$ cat src/rtl/term_rx_ctrl.sv
// Terminal receive controller: buffers uart_rx bytes in a small FIFO, writes
// printable characters to the character RAM at the cursor, moves the cursor
// on CR/LF/BS and a minimal ANSI CSI subset (A/B/C/D/H/2J), and sequences a
// full-screen clear while incoming bytes keep being buffered.
//
// Ports:
//   i_Clock, i_Reset_n        clock, asynchronous active-low reset
//   i_RX_DV, i_RX_Byte        one-cycle byte strobe and data from uart_rx
//   o_Wr_En/o_Wr_Addr/o_Wr_Char  character RAM write port (one cycle per write)
//   o_Cur_Col, o_Cur_Row      cursor position
//   o_Busy                    high while a screen clear is writing
//   o_Overflow                sticky: a byte was dropped on a full FIFO
module term_rx_ctrl #(
  parameter int unsigned COLS       = 80,
  parameter int unsigned ROWS       = 24,
  parameter int unsigned ADDR_W     = 11,
  parameter int unsigned FIFO_DEPTH = 16
) (
  input  logic              i_Clock,
  input  logic              i_Reset_n,
  input  logic              i_RX_DV,
  input  logic [7:0]        i_RX_Byte,
  output logic              o_Wr_En,
  output logic [ADDR_W-1:0] o_Wr_Addr,
  output logic [7:0]        o_Wr_Char,
  output logic [6:0]        o_Cur_Col,
  output logic [4:0]        o_Cur_Row,
  output logic              o_Busy,
  output logic              o_Overflow
);

  localparam int unsigned CELLS = COLS * ROWS;
  localparam int unsigned PTR_W = $clog2(FIFO_DEPTH);
  localparam int unsigned CNT_W = ADDR_W + 1;

  localparam logic [7:0] CH_BS    = 8'h08;
  localparam logic [7:0] CH_LF    = 8'h0A;
  localparam logic [7:0] CH_CR    = 8'h0D;
  localparam logic [7:0] CH_ESC   = 8'h1B;
  localparam logic [7:0] CH_SPACE = 8'h20;
  localparam logic [7:0] CH_LBRK  = 8'h5B;

  typedef enum logic [1:0] {
    ST_GROUND = 2'd0,
    ST_ESC    = 2'd1,
    ST_CSI    = 2'd2,
    ST_CLEAR  = 2'd3
  } state_t;

  state_t state, state_nx;
  logic [6:0] param, param_nx;

  // Receive FIFO, pointers carry one extra wrap bit
  logic [7:0]     fifo_mem [FIFO_DEPTH];
  logic [PTR_W:0] wr_ptr, rd_ptr, fill;
  logic           fifo_empty, fifo_full, push, pop;

  // Popped byte waiting to be interpreted
  logic [7:0] cur_byte;
  logic       cur_vld, consume;

  logic [CNT_W-1:0] clr_cnt, clr_cnt_nx;
  logic             clr_done;

  assign fill       = wr_ptr - rd_ptr;
  assign fifo_empty = (wr_ptr == rd_ptr);
  assign fifo_full  = (fill == (PTR_W+1)'(FIFO_DEPTH));
  assign pop        = !fifo_empty && (state != ST_CLEAR);
  assign push       = i_RX_DV && (!fifo_full || pop);
  assign consume    = cur_vld && (state != ST_CLEAR);
  assign clr_done   = (clr_cnt == CNT_W'(CELLS));

  // FIFO storage (no reset needed on data)
  always_ff @(posedge i_Clock) begin
    if (push) fifo_mem[wr_ptr[PTR_W-1:0]] <= i_RX_Byte;
  end

  // FIFO pointers, overflow flag and pop stage
  always_ff @(posedge i_Clock or negedge i_Reset_n) begin
    if (!i_Reset_n) begin
      wr_ptr     <= '0;
      rd_ptr     <= '0;
      o_Overflow <= 1'b0;
      cur_byte   <= 8'h00;
      cur_vld    <= 1'b0;
    end else begin
      if (push) wr_ptr <= wr_ptr + (PTR_W+1)'(1);
      if (i_RX_DV && !push) o_Overflow <= 1'b1;
      if (pop) begin
        rd_ptr   <= rd_ptr + (PTR_W+1)'(1);
        cur_byte <= fifo_mem[rd_ptr[PTR_W-1:0]];
        cur_vld  <= 1'b1;
      end else if (consume) begin
        cur_vld <= 1'b0;
      end
    end
  end

  // Byte classification and parameter accumulation
  logic        is_digit, is_print;
  logic [3:0]  digit;
  logic [10:0] param_acc;
  logic [6:0]  param_dig;
  logic [6:0]  move_n;

  assign is_digit  = (cur_byte >= 8'h30) && (cur_byte <= 8'h39);
  assign is_print  = (cur_byte >= 8'h20) && (cur_byte <= 8'h7E);
  assign digit     = 4'(cur_byte - 8'h30);
  assign param_acc = 11'(param) * 11'd10 + 11'(digit);
  assign param_dig = (param_acc > 11'd99) ? 7'd99 : 7'(param_acc);
  assign move_n    = (param == 7'd0) ? 7'd1 : param;

  // Cursor arithmetic, all clamped/wrapped to the screen
  logic [ADDR_W-1:0] cur_addr;
  logic [4:0]        row_inc, row_up, row_down;
  logic [6:0]        col_left, col_right;
  logic [8:0]        col_sum, row_sum;

  assign cur_addr  = ADDR_W'(32'(o_Cur_Row) * COLS + 32'(o_Cur_Col));
  assign row_inc   = (o_Cur_Row == 5'(ROWS-1)) ? 5'd0 : o_Cur_Row + 5'd1;
  assign col_sum   = 9'(o_Cur_Col) + 9'(move_n);
  assign row_sum   = 9'(o_Cur_Row) + 9'(move_n);
  assign col_right = (col_sum > 9'(COLS-1)) ? 7'(COLS-1) : 7'(col_sum);
  assign row_down  = (row_sum > 9'(ROWS-1)) ? 5'(ROWS-1) : 5'(row_sum);
  assign col_left  = (move_n >= o_Cur_Col) ? 7'd0 : o_Cur_Col - move_n;
  assign row_up    = (9'(move_n) >= 9'(o_Cur_Row)) ? 5'd0
                                                   : 5'(9'(o_Cur_Row) - 9'(move_n));

  // State register
  always_ff @(posedge i_Clock or negedge i_Reset_n) begin
    if (!i_Reset_n) begin
      state <= ST_GROUND;
      param <= 7'd0;
    end else begin
      state <= state_nx;
      param <= param_nx;
    end
  end

  // Next-state: parser transitions and CSI parameter
  always_comb begin
    state_nx = state;
    param_nx = param;
    if (state == ST_CLEAR) begin
      if (clr_done) state_nx = ST_GROUND;
    end else if (cur_vld) begin
      case (state)
        ST_GROUND: begin
          if (cur_byte == CH_ESC) state_nx = ST_ESC;
        end
        ST_ESC: begin
          if (cur_byte == CH_LBRK) begin
            param_nx = 7'd0;
            state_nx = ST_CSI;
          end else begin
            state_nx = ST_GROUND;
          end
        end
        ST_CSI: begin
          if (is_digit) begin
            param_nx = param_dig;
          end else if (cur_byte == "J" && param == 7'd2) begin
            state_nx = ST_CLEAR;
          end else begin
            state_nx = ST_GROUND;
          end
        end
        default: state_nx = ST_GROUND;
      endcase
    end
  end

  // Output next values: RAM write port, cursor, busy and clear counter
  logic              wr_en_nx, busy_nx;
  logic [ADDR_W-1:0] wr_addr_nx;
  logic [7:0]        wr_char_nx;
  logic [6:0]        col_nx;
  logic [4:0]        row_nx;

  always_comb begin
    wr_en_nx   = 1'b0;
    wr_addr_nx = o_Wr_Addr;
    wr_char_nx = o_Wr_Char;
    col_nx     = o_Cur_Col;
    row_nx     = o_Cur_Row;
    busy_nx    = o_Busy;
    clr_cnt_nx = clr_cnt;
    if (state == ST_CLEAR) begin
      if (clr_done) begin
        busy_nx    = 1'b0;
        col_nx     = 7'd0;
        row_nx     = 5'd0;
        clr_cnt_nx = '0;
      end else begin
        wr_en_nx   = 1'b1;
        wr_addr_nx = ADDR_W'(clr_cnt);
        wr_char_nx = CH_SPACE;
        busy_nx    = 1'b1;
        clr_cnt_nx = clr_cnt + CNT_W'(1);
      end
    end else if (cur_vld) begin
      case (state)
        ST_GROUND: begin
          if (is_print) begin
            wr_en_nx   = 1'b1;
            wr_addr_nx = cur_addr;
            wr_char_nx = cur_byte;
            if (o_Cur_Col == 7'(COLS-1)) begin
              col_nx = 7'd0;
              row_nx = row_inc;
            end else begin
              col_nx = o_Cur_Col + 7'd1;
            end
          end else if (cur_byte == CH_CR) begin
            col_nx = 7'd0;
          end else if (cur_byte == CH_LF) begin
            row_nx = row_inc;
          end else if (cur_byte == CH_BS) begin
            col_nx = (o_Cur_Col == 7'd0) ? 7'd0 : o_Cur_Col - 7'd1;
          end
        end
        ST_CSI: begin
          case (cur_byte)
            "A": row_nx = row_up;
            "B": row_nx = row_down;
            "C": col_nx = col_right;
            "D": col_nx = col_left;
            "H": begin
              col_nx = 7'd0;
              row_nx = 5'd0;
            end
            default: ;
          endcase
        end
        default: ;
      endcase
    end
  end

  // Output registers
  always_ff @(posedge i_Clock or negedge i_Reset_n) begin
    if (!i_Reset_n) begin
      o_Wr_En   <= 1'b0;
      o_Wr_Addr <= '0;
      o_Wr_Char <= 8'h00;
      o_Cur_Col <= 7'd0;
      o_Cur_Row <= 5'd0;
      o_Busy    <= 1'b0;
      clr_cnt   <= '0;
    end else begin
      o_Wr_En   <= wr_en_nx;
      o_Wr_Addr <= wr_addr_nx;
      o_Wr_Char <= wr_char_nx;
      o_Cur_Col <= col_nx;
      o_Cur_Row <= row_nx;
      o_Busy    <= busy_nx;
      clr_cnt   <= clr_cnt_nx;
    end
  end

endmodule

$ cat config.mk
export PLATFORM = sky130hd
export DESIGN_NAME = term_rx_ctrl
export DESIGN_NICKNAME = d
export VERILOG_FILES = /design/src/rtl/term_rx_ctrl.sv
export SDC_FILE = /design/constraint.sdc
export NUM_CORES = 1
export LEC_CHECK = 0
export CORE_UTILIZATION = 25
export CTS_CLUSTER_SIZE = 14
export DETAILED_ROUTE_END_ITERATION = 6
export PLACE_DENSITY_LB_ADDON = 0.1
export SETUP_SLACK_MARGIN = 0.4
export SLEW_MARGIN = 20
export SYNTH_ARGS = -nofsm -noshare
export SYNTH_HDL_FRONTEND = slang
export SYNTH_SLANG_ARGS = --single-unit
$ cat constraint.sdc
create_clock -name i_Clock -period 7.9 [get_ports i_Clock]
set_input_delay 1.58 -clock i_Clock [delete_from_list [all_inputs] [get_ports i_Clock]]
set_output_delay 1.58 -clock i_Clock [all_outputs]
set_load 0.05 [all_outputs]
**Word level (Yosys, flattened, before mapping)**

Memories as Yosys holds them, arrays and structs flattened. A register that Yosys moved wholly into a read port is not among the register bits.
Index checks and enable logic that the tools add are counted.

- Bits in registers: 66
- Bits in writable memories: 128
- Input port bits: 11
- Output and inout port bits: 34
- Logic and storage cells: 158
- Memories kept: 1

Memory list:

| memory | depth | bits a word | rd ports | clocked after memory_dff | wr ports | line | source |
|---|---|---|---|---|---|---|---|
| fifo_mem | 16 | 8 | 1 | 1 | 1 | 54 | `logic [7:0] fifo_mem [FIFO_DEPTH];` |

- Add/sub/neg operators: 14
- Multipliers: 2
- Order comparisons: 9
- Eq/ne operators: 34
- Mux-type cells: 58
- Bitwise gates (word level): 1
- Reductions and logical operators: 26

Operator list:

| kind | count |
|---|---|
| $mux 7 | 15 |
| $eq 8x7->1 const B | 7 |
| $mux 11 | 5 |
| $mux 5 | 10 |
| $mux 8 | 5 |
| $pmux 7 s2 | 2 |
| $eq 8x4->1 const B | 3 |
| $pmux 7 s3 | 1 |
| $ge 8x6->1 const B | 2 |
| $add 5x1->5 const B | 3 |
| $pmux 5 s3 | 1 |
| $logic_not 7->1 | 2 |
| $mux 2 | 7 |
| $add 12x1->12 const B | 1 |
| $eq 12x11->1 const B | 1 |
| $mux 12 | 1 |
| $ne 4x4->1 const B | 3 |
| $add 11x4->11 | 1 |
| $add 11x7->11 | 1 |
| $gt 11x7->1 const B | 1 |
| $eq 5x5->1 const B | 2 |
| $mul 7x3->10 const B | 1 |
| $ne 2x2->1 const B | 5 |
| $ne 5x2->1 const B | 2 |
| other kinds (36) | 62 |

**Longest topological paths before layout**

Gate-level depths: netlist of the first run.

- Depth after elaboration: 9
- Depth in mapped cells: 15
- Gate-level depth less buffers: 15

**Worst setup path after synthesis of the first run**

OpenSTA, ideal clock, no wires.

- Path kind: reg2reg
- Start: register param[5]
- End: register o_Cur_Col[1]
- Setup time: 66 ps
- Arrival: 3,299 ps
- Required time: 7,834 ps
- Slack: 4,536 ps
- Stages on the path, launching flop included: 16
- Buffers on the path: 0
- Period minus slack after synthesis: 3,364 ps
- Cells stage by stage: dfrtp_1 inv_1 nand2_1 nor4_1 a21o_1 ha_1 inv_1 fa_1 o21bai_1 a21oi_1 o21ai_0 a21oi_1 o41ai_2 o21ai_0 a2111oi_0 a21o_1

- Longest elaborated chain between the ends: 9
- Elaborated cells on any way between the ends: 12
- Classes of those cells: add/sub: 2; order compare: 2; mux: 7; reduce/logical: 1

RTL lines:

| element | line | source |
|---|---|---|
| start: declaration | 51 | `logic [6:0] param, param_nx;` |
| start signal: assignment | 136 | `param <= param_nx;` |
| $logic_not 7->1 | 111 | `assign move_n = (param == 7'd0) ? 7'd1 : param;` |
| $mux 7 (*) | 111 |  |
| $add 7x7->8 | 121 | `assign col_sum = 9'(o_Cur_Col) + 9'(move_n);` |
| $gt 8x7->1 | 123 | `assign col_right = (col_sum > 9'(COLS-1)) ? 7'(COLS-1) : 7'(col_sum);` |
| $mux 7 | 123 |  |
| $pmux 7 s3 (*) | 223 | `case (cur_byte)` |
| $pmux 7 s2 (*) | 202 | `case (state)` |
| $mux 7 (*) | 201 | `end else if (cur_vld) begin` |
| $mux 7 (*) | 188 | `if (state == ST_CLEAR) begin` |
| end signal: assignment | 254 | `o_Cur_Col <= col_nx;` |
| end: declaration | 26 | `output logic [6:0] o_Cur_Col,` |

Every way passes the cells marked *; elsewhere a longest branch is shown, timed or not. The select of a mux whose other input is x is not followed.
A chain may end at the register's enable or synchronous reset.

**Worst setup path after layout of the first run**

Ends and elaborated chain as after synthesis.

==> flow_summary_export.csv, run 1 <==
group,metric,value,unit
route,dr.pass1.iters,7,
logic_synthesis,synth_xor_area_share,3.579,%
logic_synthesis,yosys_register_bits,202,
logic_synthesis,syn_area,0.01101,mm²
cts,cts_tree,"yes",
power,power_density,370.1,mW/mm²
final_layout,layout.nets,1027,
cts,numCtsBuffers,25,
cts,cts_max_level,1,
power,clkPwrFrac,23.4,%
setup_path,cp_data_required_time,8.39,ns
power,p_sw,1.936,mW
power,p_int,2.835,mW
job,maxCapViolations,0,
timing,period_needed,4.058,ns
cts,postCtsSetupBuffers,0,
global_route,antenna_found_initial,0,
timing,clock_skew,0.01661,ns
route,routedWlPerCell,20.26,µm
floorplanning,rows,76,
timing,fmax,0.2464,GHz
logic_synthesis,async_reset_ff_share,36.63,%
logic_synthesis,synth_compound_area_share,11.96,%
route,wl_met1,13.86,mm
timing,finalSetupViolCount,0,
logic_synthesis,synth-seq-area-share,51.72,%
logic_synthesis,synth-main-ff-cell,"edfxtp_1",
route,routed-via-count,7247,
cts,cts_root_buffer,"clkbuf_16",
global_route,grt_pass1_wl,48.04,mm
setup_path,max_stage_delay,0.57,ns
cts,cts.sinks,202,
route,vias_per_cell,4.706,
setup_path,cp_max_fo,7,
logic_synthesis,avgSynthCellArea,12.26,µm²
timing,relSlewSlack,30.34,%
route,drt-total-wl,31.19,mm
power,switching_share,40.58,%
logic_synthesis,synth_nets,989,
final_layout,antenna_cells,0,
timing,whs,0.4735,ns
route,routed.top_layer,"met4",
power,leakagePower,4.913,nW
setup_path,crit_path_end_kind,"flop",
cts,clk_path_buf_depth,3,
outcome,status,"complete, no violations",
final_layout,syn_to_final_growth,17.05,%
cts,clk_pin_slew,0.06,ns
logic_synthesis,synth_warnings,0,
final_layout,finalNonFillerCells,1540,
timing,final.setup.tns,0,ns
placed_design,port_buffers,44,
timing,slew_violations,0,
route,wl_met3,910,µm
timing,fin_crit_sh,51.37,%
timing,worstMarginPinSlew,1.037,ns
setup_path,critPathSlowestCell,"o41ai_2",
global_route,track_usage,14.37,%
setup_path,path_class,"reg -> reg",
route,drtIter0Drc,430,
global_route,grt_start_max_net_pins,52,
logic_synthesis,synth_top_family_by_area,"compound AO/OA/AOI/OAI gates",
final_layout,drive_above_1_share,10.99,%
floorplanning,die_area,0.04490,mm²
power,p_comb_share,43.3,%
floorplanning,die_h,211.9,µm
timing,grt_setup_unrepaired,"no",
route,wl_met2,15.67,mm
global_route,gr-total-overflow,0,
route,final_antenna_net_count,0,
cts,cts-resized-gates,0,
setup_path,worstPathArrival,4.55,ns
logic_synthesis,synth.distinct_cells,71,
placed_design,dp_hpwl,21.96,mm
logic_synthesis,synth_edf_count,128,
cts,insertion_delay,0.55,ns
power,pwr-share-seq,33.3,%
placed_design,gp_congestion,0.8350,
logic_synthesis,synthCells,898,
route,drc_errors,0,
hold_path,hp-class,"reg -> reg",
power,irDropWorstVdd,0.1736,mV
timing,hold_viol_final,0,
global_route,first_global_vias,7538,
setup_path,path_cells,"inv_1, nand2_1, nor4_1, a21o_1, ha_1, inv_1, fa_1, o21bai_1, a21oi_1, o21ai_0, a21oi_1, o41ai_2, o21ai_0, a2111oi_0, a21o_1",
setup_path,cp-start-kind,"flop",
logic_synthesis,synth-simple-area-share,10.22,%
floorplanning,ioPinCount,45,
logic_synthesis,synth_mux_area_share,9.736,%
floorplanning,initial_core_util,25.45,%
placed_design,post-place-cells,1494,
floorplanning,core-area,0.04327,mm²
cts,postCtsHoldBufs,0,
floorplanning,die_w,211.9,µm
logic_synthesis,synthAdderAreaFrac,9.634,%
## kinds of logic (layout without fill, tap and decap cells)
| family | count (synthesis) | after routing |
|---|---|---|
| adders and majority gates | 80 | 80 |
| muxes | 56 | 56 |
| and+or+nand+nor | 230 | 230 |
| xor gates and xnor gates | 45 | 45 |
| DFF | 202 | 202 |
| AOI/OAI and AO/OA | 193 | 193 |
| buffers and inverters | 92 | 149 |
## flip-flops by register name (all words and copies together) (netlist names)
register	cells
fifo_mem	128
o_Overflow	1
param	7
o_Cur_Col	7
cur_vld	1
state	2
o_Wr_En	1
o_Cur_Row	5
cur_byte	8
o_Wr_Addr	11
rd_ptr	5
clr_cnt	12
o_Busy	1
o_Wr_Char	8
wr_ptr	5
## cells in the final DEF, fill, tap and decap left out, types with 10 or more instances in the layout
cell type        synthesis  layout
edfxtp_1               128     128
dfrtp_1                 74      73
nor2_1                  71      71
ha_1                    72      71
a21oi_1                 51      51
nand2_1                 49      49
inv_1                   48      48
clkdlybuf4s50_1          0      43
mux4_2                  40      40
o21ai_0                 39      39
xnor2_1                 28      28
clkbuf_16                0      25
nand3_1                 21      21
xor2_1                  17      17
a21o_1                  14      14
nand4_1                 13      13
nor3_1                  14      11
nor2b_1                 11      11
nand2b_1                10      10
a22o_1                  10      10
clkbuf_1                33      10
## worst max-delay path: cells and delay by family, from the launching register on
family | cells | cell delay [ns]
buf+inv | 2 | 0.21
fa+ha+maj | 2 | 0.65
compound gates | 9 | 2.32
simple gates | 2 | 0.37
flops | 1 | 0.45
## per-stage QoR
| step | instance area, µm² | power [mW] | utilization [%] | setup slack, ns |
|---|---|---|---|---|
| floorplan | 11010 | 3.010 | - | 4.536 |
| global placement | 12090 | 3.733 | 27.95 | 3.931 |
| detailed placement | 12090 | 3.713 | 27.95 | 3.899 |
| CTS | 12880 | 4.862 | 29.76 | 3.867 |
| global route | 12890 | 5.099 | 29.79 | 3.351 |
| finish | 12890 | 4.771 | 29.79 | 3.842 |
## Yosys cell counts, drive strengths merged, types with 3 or more instances
| cell type | count | share of area (%) |
|---|---|---|
| a2111oi | 3 | 0.24 |
| a211o | 5 | 0.40 |
| a211oi | 11 | 0.84 |
| a21boi | 3 | 0.20 |
| a21o | 14 | 0.95 |
| a21oi | 52 | 2.4 |
| a221o | 3 | 0.27 |
| a221oi | 4 | 0.37 |
| a22o | 10 | 0.80 |
| a31oi | 5 | 0.28 |
| a32o | 4 | 0.36 |
| and2 | 7 | 0.40 |
| and3 | 9 | 0.51 |
| and4 | 3 | 0.24 |
| buf | 8 | 0.28 |
| clkbuf | 33 | 1.1 |
| dfrtp | 74 | 17 |
| edfxtp | 128 | 35 |
| fa | 8 | 1.5 |
| ha | 72 | 8.2 |
| inv | 49 | 1.7 |
| mux2 | 9 | 0.92 |
| mux2i | 7 | 0.64 |
| mux4 | 40 | 8.2 |
| nand2 | 49 | 1.7 |
| nand2b | 10 | 0.57 |
| nand3 | 22 | 1.0 |
| nand4 | 13 | 0.74 |
| nor2 | 71 | 2.4 |
| nor2b | 11 | 0.62 |
| nor3 | 14 | 0.64 |
| nor4 | 8 | 0.51 |
| o2111ai | 4 | 0.32 |
| o211ai | 4 | 0.27 |
| o21ai | 39 | 1.8 |
| o21bai | 8 | 0.55 |
| o31ai | 4 | 0.27 |
| o41ai | 3 | 0.31 |
| or3 | 3 | 0.17 |
| xnor2 | 28 | 2.2 |
| xor2 | 17 | 1.4 |
## final timing paths
check,slack [ns],cells past startpoint,from,endpoint
setup / recovery,3.84,15,param[5],o_Cur_Col[1]
hold / removal,0.47,1,o_Overflow,o_Overflow
setup reg to reg,3.84,15,param[5],o_Cur_Col[1]
hold reg to reg,0.47,1,o_Overflow,o_Overflow
max in group asynchronous,5.82,2,i_Reset_n,rd_ptr[0]
min in group asynchronous,0.95,1,i_Reset_n,o_Wr_Addr[9]
## per-layer routing
metal  up-vias  track usage (%)
li1       3455                -
met1      3636            18.31
met2       111            25.22
met3        45            2.092
met4         0            3.923
met5         -                0
## layout make-up
cell class / instances / area [µm²]
multi-input combinational: 604 / 4989
sequential: 202 / 5697
clock buffer: 36 / 676.9
tap: 585 / 732.0
clock inverter: 10 / 107.6
timing repair buffer: 52 / 498.0
fill: 4395 / 30380
inverter: 51 / 191.4
## power by group through the flow
stage               logic [mW]  clock network, mW  registers [mW]
floorplan                 1.33                  0            1.68
global route              2.28               1.19            1.63
detailed placement        2.10                  0            1.62
global placement          2.11                  0            1.62
CTS                       2.11               1.16            1.60
finish                    2.07               1.11            1.59
Note: power is estimated with default switching activity, not from simulation.
==> run 2, diff against run 1 <==
- clock period: 7.9 -> 3.3 ns (I/O delays scaled with it)
==> run 2 against run 1 <==
  * Combinational power rose to 2.7 times the previous value
  * Global-route usage down 0.93 points
  * Sequential power up 120%
  * Worst setup slack worse by 3.8 ns
  * Non-clock buffer count up 57
  * Sequential share of layout area down 2.8 points
  * Design area up 6.7%
  * Clock skew down 0.0071 ns
==> flow_summary_export.csv, run 2 (synthesis results as in run 1) <==
group,metric,value,unit
timing,period_needed,3.252,ns
route,drtIter0Drc,379,
timing,grt_setup_unrepaired,"yes",
final_layout,antenna_cells,0,
timing,slew_violations,0,
placed_design,post_dp_cell_area,0.01251,mm²
outcome,status,"complete, no violations",
cts,numCtsBuffers,25,
global_route,antenna_found_initial,0,
timing,clock_skew,0.009551,ns
final_layout,drive_above_1_share,23.64,%
setup_path,cp_data_required_time,3.72,ns
setup_path,path_class,"reg -> reg",
timing,fin_crit_sh,98.55,%
timing,finalSetupViolCount,0,
final_layout,final_cell_mix,"edfxtp_1 (128), dfrtp_1 (71), ha_1 (65)",
timing,worstMarginPinSlew,0.7695,ns
cts,cts_root_buffer,"clkbuf_16",
route,drc_errors,0,
route,dr.pass1.iters,5,
route,vias_per_cell,4.658,
global_route,track_usage,13.44,%
placed_design,gp_congestion,0.8399,
cts,clk_pin_slew,0.06,ns
global_route,gr-total-overflow,0,
setup_path,cp_max_fo,6,
power,leakagePower,5.274,nW
cts,insertion_delay,0.55,ns
floorplanning,die_area,0.04490,mm²
final_layout,postLayoutCoreUtil,31.80,%
cts,cts.sinks,202,
hold_path,hp-class,"in -> async",
power,power,11.82,mW
cts,clk_path_buf_depth,3,
floorplanning,ioPinCount,45,
global_route,grt_start_max_net_pins,55,
floorplanning,die_h,211.9,µm
placed_design,dp_hpwl,21.09,mm
setup_path,worstPathArrival,3.67,ns
global_route,first_global_vias,7736,
floorplanning,core-area,0.04327,mm²
route,routedWlPerCell,18.44,µm
route,final_antenna_net_count,0,
cts,postCtsHoldBufs,0,
job,maxCapViolations,0,
cts,cts_tree,"yes",
final_layout,largest_register_ff_count,128,
placed_design,port_buffers,44,
timing,hold_viol_final,0,
timing,fmax,0.3075,GHz
power,irDropWorstVdd,0.4217,mV
setup_path,cp-start-kind,"flop",
floorplanning,initial_core_util,25.45,%
final_layout,finalInstanceArea,0.01376,mm²
route,drt-total-wl,29.44,mm
floorplanning,die_w,211.9,µm
final_layout,layout.nets,1084,
power,power_density,859.0,mW/mm²
timing,relSlewSlack,48.70,%
final_layout,syn_to_final_growth,24.94,%
timing,whs,0.01540,ns
global_route,grt_pass1_wl,46.11,mm
cts,cts_max_level,1,
timing,setup_slack,0.04780,ns
floorplanning,rows,76,
final_layout,final_common_cell,"edfxtp_1",
placed_design,pre_cts_ws,0.01183,ns
route,routed-via-count,7434,
setup_path,crit_path_end_kind,"flop",
-- run 2: cell types whose count changed in the layout (fill, tap and decap cells not counted), moves of 5 or more --
cell and change:
nor2_1 -14, ha_1 -6, nor2_2 +11, clkinv_2 +5, a21oi_2 +9, buf_4 +52
a21oi_1 -10, clkinv_1 -6
-- run 2: report_power, final --
| part | switching [mW] | internal (mW) | total [mW] |
|---|---|---|---|
| logic | 3.27 | 2.36 | 5.63 |
| clock network | 1.10 | 1.55 | 2.65 |
| registers | 0.364 | 3.17 | 3.53 |
| total | 4.74 | 7.08 | 11.8 |
-- run 2: worst paths after layout --
kind                        startpoint           end  slack [ns]  depth (start not counted)
min reg2reg                clr_cnt[11]   clr_cnt[11]        0.47                          1
max                           param[6]  o_Cur_Col[4]        0.05                         14
max reg2reg                   param[6]  o_Cur_Col[4]        0.05                         14
min                          i_Reset_n  o_Wr_Addr[9]        0.02                          1
max in group asynchronous    i_Reset_n  o_Wr_Char[3]        2.64                          2
min in group i_Clock       clr_cnt[11]   clr_cnt[11]        0.47                          1
-- run 2: stage by stage --
stage               setup TNS, ns  instances
detailed placement              0       1537
global route              -0.6716       1596
global placement                0       1537
floorplan                       0        898
CTS                             0       1593
finish                          0       1596
-- run 2: layout make-up --
| cell class | count | area [µm²] |
|---|---|---|
| tap | 585 | 732.0 |
| timing repair buffer | 109 | 957.2 |
| clock inverter | 10 | 96.34 |
| fill | 4425 | 29510 |
| inverter | 51 | 191.4 |
| sequential | 202 | 5699 |
| multi-input combinational | 604 | 5390 |
| clock buffer | 35 | 693.2 |
-- run 2: what timing repair did --
item,CTS,global route
gates resized for setup,40,40
setup endpoints to repair,74,79
pin swaps,23,19
buffers inserted,11,3
-- run 2: layer usage --
layer | wire, µm | part of all wire, % | global-route usage, % | up-vias
li1 | - | - | - | 3563
met1 | 13230 | 45 | 17.07 | 3744
met2 | 14840 | 50 | 23.84 | 89
met3 | 735 | 2.5 | 1.795 | 38
met4 | 631 | 2.1 | 3.548 | 0
met5 | 0 | 0 | 0 | -
-- run 2: worst max-delay path, stage by stage, from the launching register on --
cell      delay, ns
dfrtp_1        0.38
inv_2          0.08
nand2_4        0.06
nor4_4         0.28
a21o_1         0.17
ha_2           0.18
inv_2          0.04
fa_2           0.39
o21bai_4       0.17
a21oi_4        0.09
a41o_1         0.22
o41ai_4        0.53
a221o_1        0.18
nand3_1        0.08
a32o_1         0.26
